$ cat config.mk
export PLATFORM = sky130hd
export DESIGN_NAME = pipeline_run_controller
export DESIGN_NICKNAME = d
export VERILOG_FILES = /design/src/rtl/mips_pkg.sv /design/src/rtl/dump_sequencer.sv /design/src/rtl/pipeline_run_controller.sv
export SDC_FILE = /design/constraint.sdc
export NUM_CORES = 1
export LEC_CHECK = 0
export ABC_AREA = 1
export CORE_MARGIN = 2
export CORE_UTILIZATION = 44
export CTS_CLUSTER_SIZE = 8
export DETAILED_ROUTE_END_ITERATION = 12
export PLACE_DENSITY = 0.91
export SYNTH_ARGS = -nofsm -noshare
export SYNTH_HDL_FRONTEND = slang
export SYNTH_SLANG_ARGS = --single-unit
export TNS_END_PERCENT = 10
$ cat constraint.sdc
create_clock -name i_clk -period 2.8 [get_ports i_clk]
set_input_delay 0.56 -clock i_clk [delete_from_list [all_inputs] [get_ports i_clk]]
set_output_delay 0.56 -clock i_clk [all_outputs]
set_load 0.1 [all_outputs]
$ cat src/rtl/mips_pkg.sv
// mips_pkg: shared state encodings and defaults for the pipeline debug run controller.
package mips_pkg;
  localparam int STATE_W = 3;
  localparam int DRAIN_CYCLES_DEFAULT = 4;
  typedef enum logic [STATE_W-1:0] {
    S_IDLE      = 3'd0,
    S_RUN       = 3'd1,
    S_STEP_WAIT = 3'd2,
    S_STEP_EXEC = 3'd3,
    S_DRAIN     = 3'd4,
    S_DUMP      = 3'd5,
    S_DONE      = 3'd6
  } state_t;
endpackage

$ cat src/rtl/dump_sequencer.sv
// dump_sequencer: register-file dump address counter with valid/ready handshake.
// Ports: clk, rst (sync, active-high); start loads address 0; active marks the dump window
// (valid follows it); ready is the consumer accept; last is the final address;
// addr is the read address; done flags the handshake on the final address.
module dump_sequencer #(
  parameter int NB_ADDR = 5
) (
  input  logic               clk,
  input  logic               rst,
  input  logic               start,
  input  logic               active,
  input  logic               ready,
  input  logic [NB_ADDR-1:0] last,
  output logic [NB_ADDR-1:0] addr,
  output logic               valid,
  output logic               done
);
  assign valid = active;
  assign done  = valid && ready && addr == last;
  always_ff @(posedge clk) begin
    if (rst || start) addr <= '0;
    else if (valid && ready) addr <= addr + NB_ADDR'(1);
  end
endmodule

$ cat src/rtl/pipeline_run_controller.sv
// pipeline_run_controller: free-run / single-step sequencing, HALT drain and register dump.
// Ports: i_clk, i_rst (sync, active-high); i_start/i_step_mode/i_step/i_halt/i_clear control;
// i_rf_data/i_dump_ready dump side; o_pipe_enable/o_pc_freeze drive the pipeline;
// o_dump_addr/o_dump_data/o_dump_valid dump stream; o_cycle_count, o_done, o_state report.
module pipeline_run_controller
  import mips_pkg::*;
#(
  parameter int LEN          = 32,
  parameter int NB_ADDR      = 5,
  parameter int NB_REG       = 32,
  parameter int DRAIN_CYCLES = DRAIN_CYCLES_DEFAULT
) (
  input  logic               i_clk,
  input  logic               i_rst,
  input  logic               i_start,
  input  logic               i_step_mode,
  input  logic               i_step,
  input  logic               i_halt,
  input  logic               i_clear,
  input  logic [LEN-1:0]     i_rf_data,
  input  logic               i_dump_ready,
  output logic               o_pipe_enable,
  output logic               o_pc_freeze,
  output logic [NB_ADDR-1:0] o_dump_addr,
  output logic [LEN-1:0]     o_dump_data,
  output logic               o_dump_valid,
  output logic [LEN-1:0]     o_cycle_count,
  output logic               o_done,
  output logic [STATE_W-1:0] o_state
);
  localparam int NB_DRAIN = $clog2(DRAIN_CYCLES) + 1;
  state_t state, state_nx;
  logic [LEN-1:0] cycle_count;
  logic [NB_DRAIN-1:0] drain;
  logic dump_done;
  always_comb begin
    state_nx = state;
    case (state)
      S_IDLE:      if (i_start) state_nx = i_step_mode ? S_STEP_WAIT : S_RUN;
      S_RUN:       if (i_halt) state_nx = S_DRAIN;
      S_STEP_WAIT: if (i_step) state_nx = S_STEP_EXEC;
      S_STEP_EXEC: state_nx = i_halt ? S_DRAIN : S_STEP_WAIT;
      S_DRAIN:     if (drain == '0) state_nx = S_DUMP;
      S_DUMP:      if (dump_done) state_nx = S_DONE;
      S_DONE:      if (i_clear) state_nx = S_IDLE;
      default:     state_nx = S_IDLE;
    endcase
  end
  // drain holds the remaining DRAIN cycles minus one, so DRAIN lasts exactly DRAIN_CYCLES cycles
  always_ff @(posedge i_clk) begin
    if (i_rst) begin
      state       <= S_IDLE;
      cycle_count <= '0;
      drain       <= '0;
    end else begin
      state <= state_nx;
      if (state == S_IDLE) begin
        if (i_start) begin
          cycle_count <= '0;
          drain       <= '0;
        end
      end else if (o_pipe_enable) cycle_count <= cycle_count + LEN'(1);
      if (state != S_DRAIN && state_nx == S_DRAIN) drain <= NB_DRAIN'(DRAIN_CYCLES - 1);
      else if (state == S_DRAIN && drain != '0) drain <= drain - NB_DRAIN'(1);
    end
  end
  assign o_pipe_enable = state == S_RUN || state == S_STEP_EXEC || state == S_DRAIN;
  assign o_pc_freeze   = state == S_DRAIN || state == S_DUMP || state == S_DONE;
  assign o_done        = state == S_DONE;
  assign o_state       = state;
  assign o_cycle_count = cycle_count;
  assign o_dump_data   = i_rf_data;
  dump_sequencer #(.NB_ADDR(NB_ADDR)) u_dump (
    .clk   (i_clk),
    .rst   (i_rst),
    .start (state == S_DRAIN && drain == '0),
    .active(state == S_DUMP),
    .ready (i_dump_ready),
    .last  (NB_ADDR'(NB_REG - 1)),
    .addr  (o_dump_addr),
    .valid (o_dump_valid),
    .done  (dump_done)
  );
endmodule

==> flow_summary_export.csv, run 1 <==
group,metric,value,unit
run_status,status,"completed",
power_and_ir_drop,clock_power_share,24.4,%
placement,dp.cells,485,
critical_path,r2r_end,"o_cycle_count[12]$_SDFFE_PP0P_",
power_and_ir_drop,seqPwrFrac,42.7,%
critical_path,crit_required,2240,ps
floorplanning,initial_core_util,45.1,%
critical_path,cp_num_cells,5,
power_and_ir_drop,net-switching-power,632,µW
logic_synthesis,yosys.area_share.adder,2.37,%
route,vias_per_cell,5.37,
route,wl_met3,533,µm
route,detail_route.wl_per_cell,12.7,µm
sta,setup_viol,0,
logic_synthesis,synth_edf_count,0,
critical_path,cp_max_fo,15,
hold_path,min_to,"u_dump.addr[4]$_SDFFE_PP0P_",
global_route,grt_pass1_vias,2430,
cts,ctsHoldBuffers,0,
critical_path,cp-start-kind,"flip-flop",
cts,post_cts_resized,0,
cts,cts_sinks,43,
route,drc,0,
final_layout,fin_cells,493,
placement,hpwl,4750,µm
global_route,grt-ovfl-total,0,
final_layout,antennaDiodeCount,0,
floorplanning,io_pins,116,
hold_path,hold_start,"u_dump.addr[4]$_SDFFE_PP0P_",
cts,clk_pin_slew_worst_paths,80,ps
power_and_ir_drop,p_int,921,µW
power_and_ir_drop,powerDensity,525,nW/µm²
logic_synthesis,synth_seq_area_share,32.6,%
power_and_ir_drop,p_leak,1.21,nW
cts,clock_latency,290,ps
critical_path,slowest_stage,"dfxtp_1",
route,num_vias,2647,
final_layout,multi_input_area,1330,µm²
floorplanning,die-area,6640,µm²
power_and_ir_drop,p_comb_share,33.0,%
logic_synthesis,synthMostInstantiatedCell,"nand2_1",
cts,max-clock-path-buffers,2,
logic_synthesis,synth_simple_gate_area_share,32.7,%
route,first_iter_violations,187,
final_layout,fillers,585,
critical_path,crit_family,"buffers and inverters",
global_route,antenna_found_initial,0,
logic_synthesis,synth.area.top_cells,"dfxtp_1, nand2_1, buf_4, inv_1, nor2_1",
floorplanning,row_count,28,
placement,port_buffers,51,
cts,post_cts_buffers,0,
floorplanning,die-height,81.5,µm
global_route,grt_usage,19.7,%
final_layout,area_delta_synth_final,12.1,%
sta,grt_setup_unrepaired,"false",
critical_path,critical_path_class,"reg2out",
logic_synthesis,ys_seq_elements,43,
final_layout,fin_nets,462,
critical_path,path_cells,"inv_2, nor2_1, inv_1, nand2_4, buf_4",
critical_path,crit_arrival,1730,ps
logic_synthesis,synth.distinct_cells,34,
logic_synthesis,synth_area,2640,µm²
route,dr.pass1.iters,7,
sta,worstMarginPinSlew,502,ps
sta,fin_crit_sh,81.8,%
sta,max_freq,437,MHz
logic_synthesis,synth_warnings,0,
sta,fin_crit,2290,ps
route,wl_met2,3040,µm
final_layout,drive_above_1_share,16.5,%
logic_synthesis,ys.flop_type,"dfxtp_1",
hold_path,min_path_cells,2,
logic_synthesis,syn_inst,395,
global_route,grt_pass1_wl,10400,µm
placement,gp_congestion,0.924,
cts,cts_buffers,5,
sta,slew_headroom,66.5,%
critical_path,cp_num_buf_inv,3,
final_layout,regArea,861,µm²
critical_path,end_kind,"output pin",
logic_synthesis,synth-xor-area-share,0.332,%
cts,cts_tree,"done",
logic_synthesis,synth_compound_area_share,14.8,%
cts,cts_max_level,2,
cts,root_buffer,"clkbuf_8",
logic_synthesis,synth_top_area_share,32.6,%
route,ant_nets,0,
logic_synthesis,synth_top_area_cell,"dfxtp_1",
logic_synthesis,avgSynthCellArea,6.69,µm²
route,drt-total-wl,6280,µm
logic_synthesis,synth_nets,440,
logic_synthesis,synthMuxAreaShare,0,%
sta,hold_viol,0,
critical_path,rr_startpoint,"o_state[1]$_SDFF_PP0_",
floorplanning,core,5850,µm²
sta,slew_violations,0,
logic_synthesis,synth_top_family_by_area,"simple AND/OR/NAND/NOR gates",
sta,fin_skew,7.92,ps
power_and_ir_drop,switching_share,40.7,%
route,wl_met1,2600,µm
route,maxUsedRoutingLayer,"met4",
critical_path,reg2reg_depth,8,
critical_path,rrSetupSlack,830,ps
hold_path,hp-class,"reg2reg",
global_route,grt_max_degree,18,
flow_run,cap_viol_max_count,0,
logic_synthesis,synthArstFlopShare,0,%
sta,fin_tns_setup,0,ps
logic_synthesis,synth_common_cells,"nand2_1, inv_1, dfxtp_1, nor2_1, buf_4",
power_and_ir_drop,ir_drop,0.380,mV
floorplanning,die_x,81.5,µm
critical_path,crit_path_max_incr_delay,490,ps
## cells by family (layout without fill, tap and decap cells)
logic type | Yosys count | after routing
AOI/OAI and AO/OA | 71 | 71
DFF | 43 | 43
xor gates and xnor gates | 1 | 1
and+or+nand+nor | 187 | 187
buffers and inverters | 88 | 111
adders and majority gates | 5 | 5
## state kept, by name (all words and copies together) (netlist names)
signal / cells
drain: 3
o_cycle_count: 32
o_state: 3
u_dump.addr: 5
## routing by layer
| layer | vias to the layer above | track usage, % |
|---|---|---|
| met5 | - | 0 |
| met4 | 0 | 6.27 |
| met3 | 13 | 4.84 |
| met2 | 113 | 35.6 |
| met1 | 1211 | 22.7 |
| li1 | 1310 | - |
## power groups by stage
stage	clock network, mW	registers, mW	logic, mW
4_1_cts	0.390	0.662	0.511
3_3_place_gp	0	0.674	0.498
5_1_grt	0.413	0.666	0.558
2_1_floorplan	0	0.765	0.523
6_report	0.379	0.663	0.512
3_5_place_dp	0	0.676	0.510
## worst max path at each step
stage | start | endpoint | slack (ps)
after floorplan | o_state[2]$_SDFF_PP0_ | o_pc_freeze | 200
after global placement | i_start | o_cycle_count[25]$_SDFFE_PP0P_ | 670
after detailed placement | i_start | o_cycle_count[12]$_SDFFE_PP0P_ | 640
after CTS | o_state[0]$_SDFF_PP0_ | o_pipe_enable | 520
after global routing | o_state[0]$_SDFF_PP0_ | o_pipe_enable | 440
final | o_state[0]$_SDFF_PP0_ | o_pipe_enable | 510
## metrics by stage
step / hold WS, ps / utilization (%) / instance area [µm²] / power [mW] / worst slack [ps]
after floorplan: 521 / - / 2640 / 1.29 / 199
after global placement: 475 / 49.2 / 2880 / 1.17 / 666
after detailed placement: 493 / 49.2 / 2880 / 1.19 / 637
after CTS: 507 / 50.6 / 2960 / 1.56 / 522
after global routing: 526 / 50.6 / 2960 / 1.64 / 436
final: 505 / 50.6 / 2960 / 1.55 / 510
## area by class of cell
type / count / share of cell area, %
sequential: 43 / 29.1
multi-input combinational: 264 / 44.8
timing repair buffer: 52 / 13.8
clock inverter: 1 / 0.169
inverter: 51 / 6.47
tap: 75 / 3.17
clock buffer: 7 / 2.58
## tightest hold or removal path: cells and delay by family, from the launching register on
kind,cells,cell delay [ps]
DFF,1,340
and+or+nand+nor,1,70
AOI/OAI and AO/OA,1,50
## placed cells by master (no fill, tap or decap)
cell type	instances
clkbuf_8	5
nor3_4	1
nand2_2	1
a211oi_1	2
o211ai_1	1
nand2_1	85
nor2_2	4
o31ai_1	2
xnor2_1	1
nand2_4	1
clkinv_2	1
a221oi_1	1
inv_2	5
nand3_2	3
nand3b_1	1
nor4_1	3
nand3_1	20
nor3b_1	1
clkbuf_1	2
inv_1	46
nor2_1	41
o21a_1	1
dfxtp_1	43
o21bai_1	1
nor2b_4	1
nor3_1	10
o21ai_0	27
a31oi_1	4
a21oi_1	30
o2111a_1	1
a22oi_1	1
clkdlybuf4s50_1	7
nor2_4	2
ha_1	5
buf_4	45
nand4_1	13
Power figures use the tool's default switching activity.
==> inputs of run 2 (changes only) <==
CORE_UTILIZATION = 38   (was 44)
PLACE_DENSITY = 0.84   (was 0.91)
clock period = 1.99 ns   (was 2.8 ns; I/O delays follow)
==> flow_summary_export.csv, run 2 (synthesis results as in run 1) <==
group,metric,value,unit
critical_path,end_kind,"output pin",
cts,root_buffer,"clkbuf_8",
floorplanning,die-area,7630,µm²
placement,dp.cells,495,
global_route,grt_max_degree,16,
final_layout,fin_nets,467,
cts,cts_max_level,2,
cts,clock_latency,310,ps
route,num_vias,2631,
cts,cts_sinks,43,
sta,grt_setup_unrepaired,"true",
sta,fin_crit,1950,ps
final_layout,mostFrequentLayoutCells,"nand2_1, inv_1, nor2_1",
sta,hold_viol,0,
route,ant_nets,0,
route,detail_route.wl_per_cell,12.7,µm
final_layout,antennaDiodeCount,0,
hold_path,hp-class,"reg2reg",
route,drc,0,
run_status,status,"completed",
final_layout,area_delta_synth_final,20.8,%
cts,cts_tree,"done",
power_and_ir_drop,p_leak,1.28,nW
power_and_ir_drop,total_power,2.28,mW
sta,setup_viol,0,
final_layout,largest_register_ffs,32,
route,first_iter_violations,158,
floorplanning,die_x,87.4,µm
global_route,grt_pass1_vias,2534,
global_route,grt_pass1_wl,10900,µm
critical_path,crit_required,1590,ps
placement,port_buffers,51,
route,drt-total-wl,6370,µm
floorplanning,io_pins,116,
floorplanning,row_count,30,
global_route,grt_usage,17.7,%
sta,fin_crit_sh,97.9,%
placement,hpwl,4890,µm
route,vias_per_cell,5.23,
cts,max-clock-path-buffers,2,
cts,post_cts_buffers,0,
sta,worstMarginPinSlew,386,ps
critical_path,crit_arrival,1550,ps
route,dr.pass1.iters,4,
cts,clk_pin_slew_worst_paths,80,ps
global_route,antenna_found_initial,0,
sta,holdWs,472,ps
sta,slew_headroom,74.1,%
floorplanning,core,6760,µm²
final_layout,fin_cells,503,
critical_path,critical_path_class,"reg2out",
power_and_ir_drop,ir_drop,0.611,mV
final_layout,drive_above_1_share,24.1,%
cts,cts_buffers,5,
placement,gp_congestion,0.888,
critical_path,cp-start-kind,"flip-flop",
sta,slew_violations,0,
critical_path,cp_max_fo,15,
floorplanning,initial_core_util,39.1,%
flow_run,cap_viol_max_count,0,
floorplanning,die-height,87.4,µm
final_layout,final_common_cell,"nand2_1",
sta,fin_skew,11.5,ps
placement,pre_cts_ws,11.9,ps
power_and_ir_drop,powerDensity,716,nW/µm²
critical_path,rrSetupSlack,180,ps
sta,setup_ws,42.5,ps
global_route,grt-ovfl-total,0,
sta,max_freq,513,MHz
[run 2: worst paths after layout]
check,startpoint,end,depth (start not counted)
min reg2reg,o_cycle_count[0]$_SDFFE_PP0P_,o_cycle_count[0]$_SDFFE_PP0P_,1
max,o_state[1]$_SDFF_PP0_,o_pipe_enable,4
min,o_cycle_count[0]$_SDFFE_PP0P_,o_cycle_count[0]$_SDFFE_PP0P_,1
max reg2reg,o_state[1]$_SDFF_PP0_,o_cycle_count[12]$_SDFFE_PP0P_,8
[run 2: metal layers]
| metal | track usage (%) | wire [µm] |
|---|---|---|
| met5 | 0 | 0 |
| met4 | 8.67 | 150 |
| met3 | 4.08 | 484 |
| met2 | 29.5 | 3030 |
| met1 | 21.4 | 2700 |
[run 2: cell type report]
| cell class | instances | area (µm²) |
|---|---|---|
| fill | 675 | 3570 |
| multi-input combinational | 264 | 1330 |
| sequential | 43 | 898 |
| inverter | 51 | 191 |
| clock inverter | 2 | 12.5 |
| timing repair buffer | 57 | 583 |
| tap | 80 | 100 |
| clock buffer | 6 | 72.6 |
[run 2: critical path: stages, from the launching register on]
cell and delay [ps]:
dfxtp_2 370, nor2_1 230, nand2_1 170, nand2_4 250, buf_12 210
[run 2: where the power goes]
part / switching, mW / internal (mW) / leakage [nW]
registers: 0.0402 / 0.896 / 0.361
logic: 0.576 / 0.215 / 0.875
clock network: 0.312 / 0.245 / 0.0412
total: 0.928 / 1.36 / 1.28
[run 2: timing repair]
item,4_1_cts,5_1_grt
hold buffers,0,0
gates resized for setup,0,2
setup endpoints to repair,0,3
[run 2: per-stage QoR]
step                      instance area, µm²  util (%)  TNS [ps]
after floorplan                         2680         -      -107
final                                   3190      47.2         0
after detailed placement                3100      45.9         0
after global placement                  3100      45.9         0
after global routing                    3190      47.2     -10.8
after CTS                               3190      47.1         0
==> inputs of run 3 (changes only) <==
CORE_MARGIN = unset   (was 2)
MAX_ROUTING_LAYER = met4   (was unset)
==> flow_summary_export.csv, run 3 (synthesis results as in run 1) <==
group,metric,value,unit
final_layout,multi_input_area,1340,µm²
critical_path,crit_arrival,1470,ps
sta,slew_violations,0,
final_layout,fin_nets,470,
floorplanning,row_count,30,
sta,worstMarginPinSlew,392,ps
critical_path,end_kind,"output pin",
sta,setup_ws,125,ps
placement,gp_congestion,0.922,
critical_path,crit_family,"simple AND/OR/NAND/NOR gates",
sta,slew_headroom,73.6,%
final_layout,largest_register_ffs,32,
final_layout,area_delta_synth_final,21.6,%
route,ant_nets,0,
cts,clk_pin_slew_worst_paths,90,ps
floorplanning,die-height,85.4,µm
sta,fin_skew,15.5,ps
cts,max-clock-path-buffers,2,
sta,hold_viol,0,
route,vias_per_cell,5.37,
critical_path,slowest_stage,"dfxtp_2",
global_route,grt-ovfl-total,0,
final_layout,drive_above_1_share,25.4,%
sta,max_freq,536,MHz
placement,hpwl,4970,µm
floorplanning,core,6760,µm²
cts,clock_latency,310,ps
power_and_ir_drop,p_leak,1.29,nW
route,drc,0,
global_route,grt_pass1_vias,2591,
cts,cts_tree,"done",
final_layout,regArea,898,µm²
cts,root_buffer,"clkbuf_8",
power_and_ir_drop,net-switching-power,960,µW
power_and_ir_drop,ir_drop,0.495,mV
final_layout,antennaDiodeCount,0,
route,first_iter_violations,187,
route,detail_route.wl_per_cell,13.2,µm
floorplanning,initial_core_util,39.1,%
cts,cts_sinks,43,
power_and_ir_drop,clock_power_share,23.9,%
hold_path,hp-class,"reg2reg",
critical_path,rr_startpoint,"o_cycle_count[0]$_SDFFE_PP0P_",
critical_path,critPathLaunch,"o_state[1]$_SDFF_PP0_",
cts,cts_buffers,5,
sta,grt_setup_unrepaired,"true",
power_and_ir_drop,powerDensity,733,nW/µm²
critical_path,cp-start-kind,"flip-flop",
final_layout,fillers,685,
global_route,antenna_found_initial,0,
floorplanning,die_x,85.4,µm
final_layout,mostFrequentLayoutCells,"nand2_1, inv_1, buf_4",
power_and_ir_drop,switching_share,40.8,%
final_layout,final_util,47.5,%
global_route,grt_pass1_wl,11200,µm
power_and_ir_drop,p_comb_share,36.2,%
critical_path,crit_path_max_incr_delay,370,ps
critical_path,path_cells,"nor2_1, nand2_1, nand2_4, buf_12",
final_layout,final_common_cell,"nand2_1",
run_status,status,"completed",
route,drt-total-wl,6690,µm
critical_path,cp_num_buf_inv,1,
sta,fin_crit,1870,ps
critical_path,cp_max_fo,13,
route,dr.pass1.iters,5,
power_and_ir_drop,p_int,1.39,mW
sta,fin_crit_sh,93.7,%
global_route,grt_max_degree,16,
floorplanning,io_pins,116,
critical_path,crit_required,1590,ps
power_and_ir_drop,seqPwrFrac,39.9,%
route,num_vias,2715,
global_route,grt_usage,19.6,%
floorplanning,die-area,7290,µm²
hold_path,hold_start,"o_cycle_count[4]$_SDFFE_PP0P_",
placement,port_buffers,51,
cts,ctsHoldBuffers,0,
cts,cts_max_level,2,
placement,pre_cts_ws,81.2,ps
critical_path,critical_path_class,"reg2out",
sta,holdWs,482,ps
sta,setup_viol,0,
flow_run,cap_viol_max_count,0,
-- run 3: timing repair --
item                                    4_1_cts  5_1_grt
resized for setup                             0        4
endpoints found under the setup margin        0        5
setup buffers                                 0        4
-- run 3: path summary, 6_finish.rpt --
check | endpoint | slack [ps] | cells past startpoint
min | o_cycle_count[4]$_SDFFE_PP0P_ | 480 | 1
max reg2reg | o_cycle_count[28]$_SDFFE_PP0P_ | 180 | 10
min reg2reg | o_cycle_count[4]$_SDFFE_PP0P_ | 480 | 1
max | o_pipe_enable | 120 | 4
-- run 3: layer usage --
layer / global-route usage, % / up-vias / routed length, µm
li1: - / 1326 / -
met1: 22.0 / 1242 / 2780
met2: 33.6 / 122 / 3180
met3: 3.70 / 25 / 546
met4: 9.70 / 0 / 187
met5: - / - / 0
-- run 3: area by class of cell --
| class | instances | share of cell area, % |
|---|---|---|
| clock buffers | 6 | 2.26 |
| clock inverters | 2 | 0.390 |
| inverters | 51 | 5.96 |
| multi-input cells | 264 | 41.8 |
| flip-flops and latches | 43 | 28.0 |
| well taps | 80 | 3.12 |
| repair buffers | 60 | 18.5 |
-- run 3: power by group through the flow --
stage	logic (mW)	clock network, mW	registers (mW)
2_1_floorplan	0.740	0	1.08
3_3_place_gp	0.783	0	0.955
3_5_place_dp	0.813	0	0.956
4_1_cts	0.817	0.568	0.936
5_1_grt	0.920	0.609	0.942
6_report	0.853	0.563	0.938
-- run 3: per-stage QoR --
stage / TNS (ps) / std cells / instance area [µm²] / total power, mW
floorplan: -107 / 395 / 2680 / 1.82
detailed placement: 0 / 494 / 3080 / 1.77
global route: -23.1 / 506 / 3210 / 2.47
CTS: 0 / 502 / 3170 / 2.32
finish: 0 / 506 / 3210 / 2.35
global placement: 0 / 494 / 3080 / 1.74
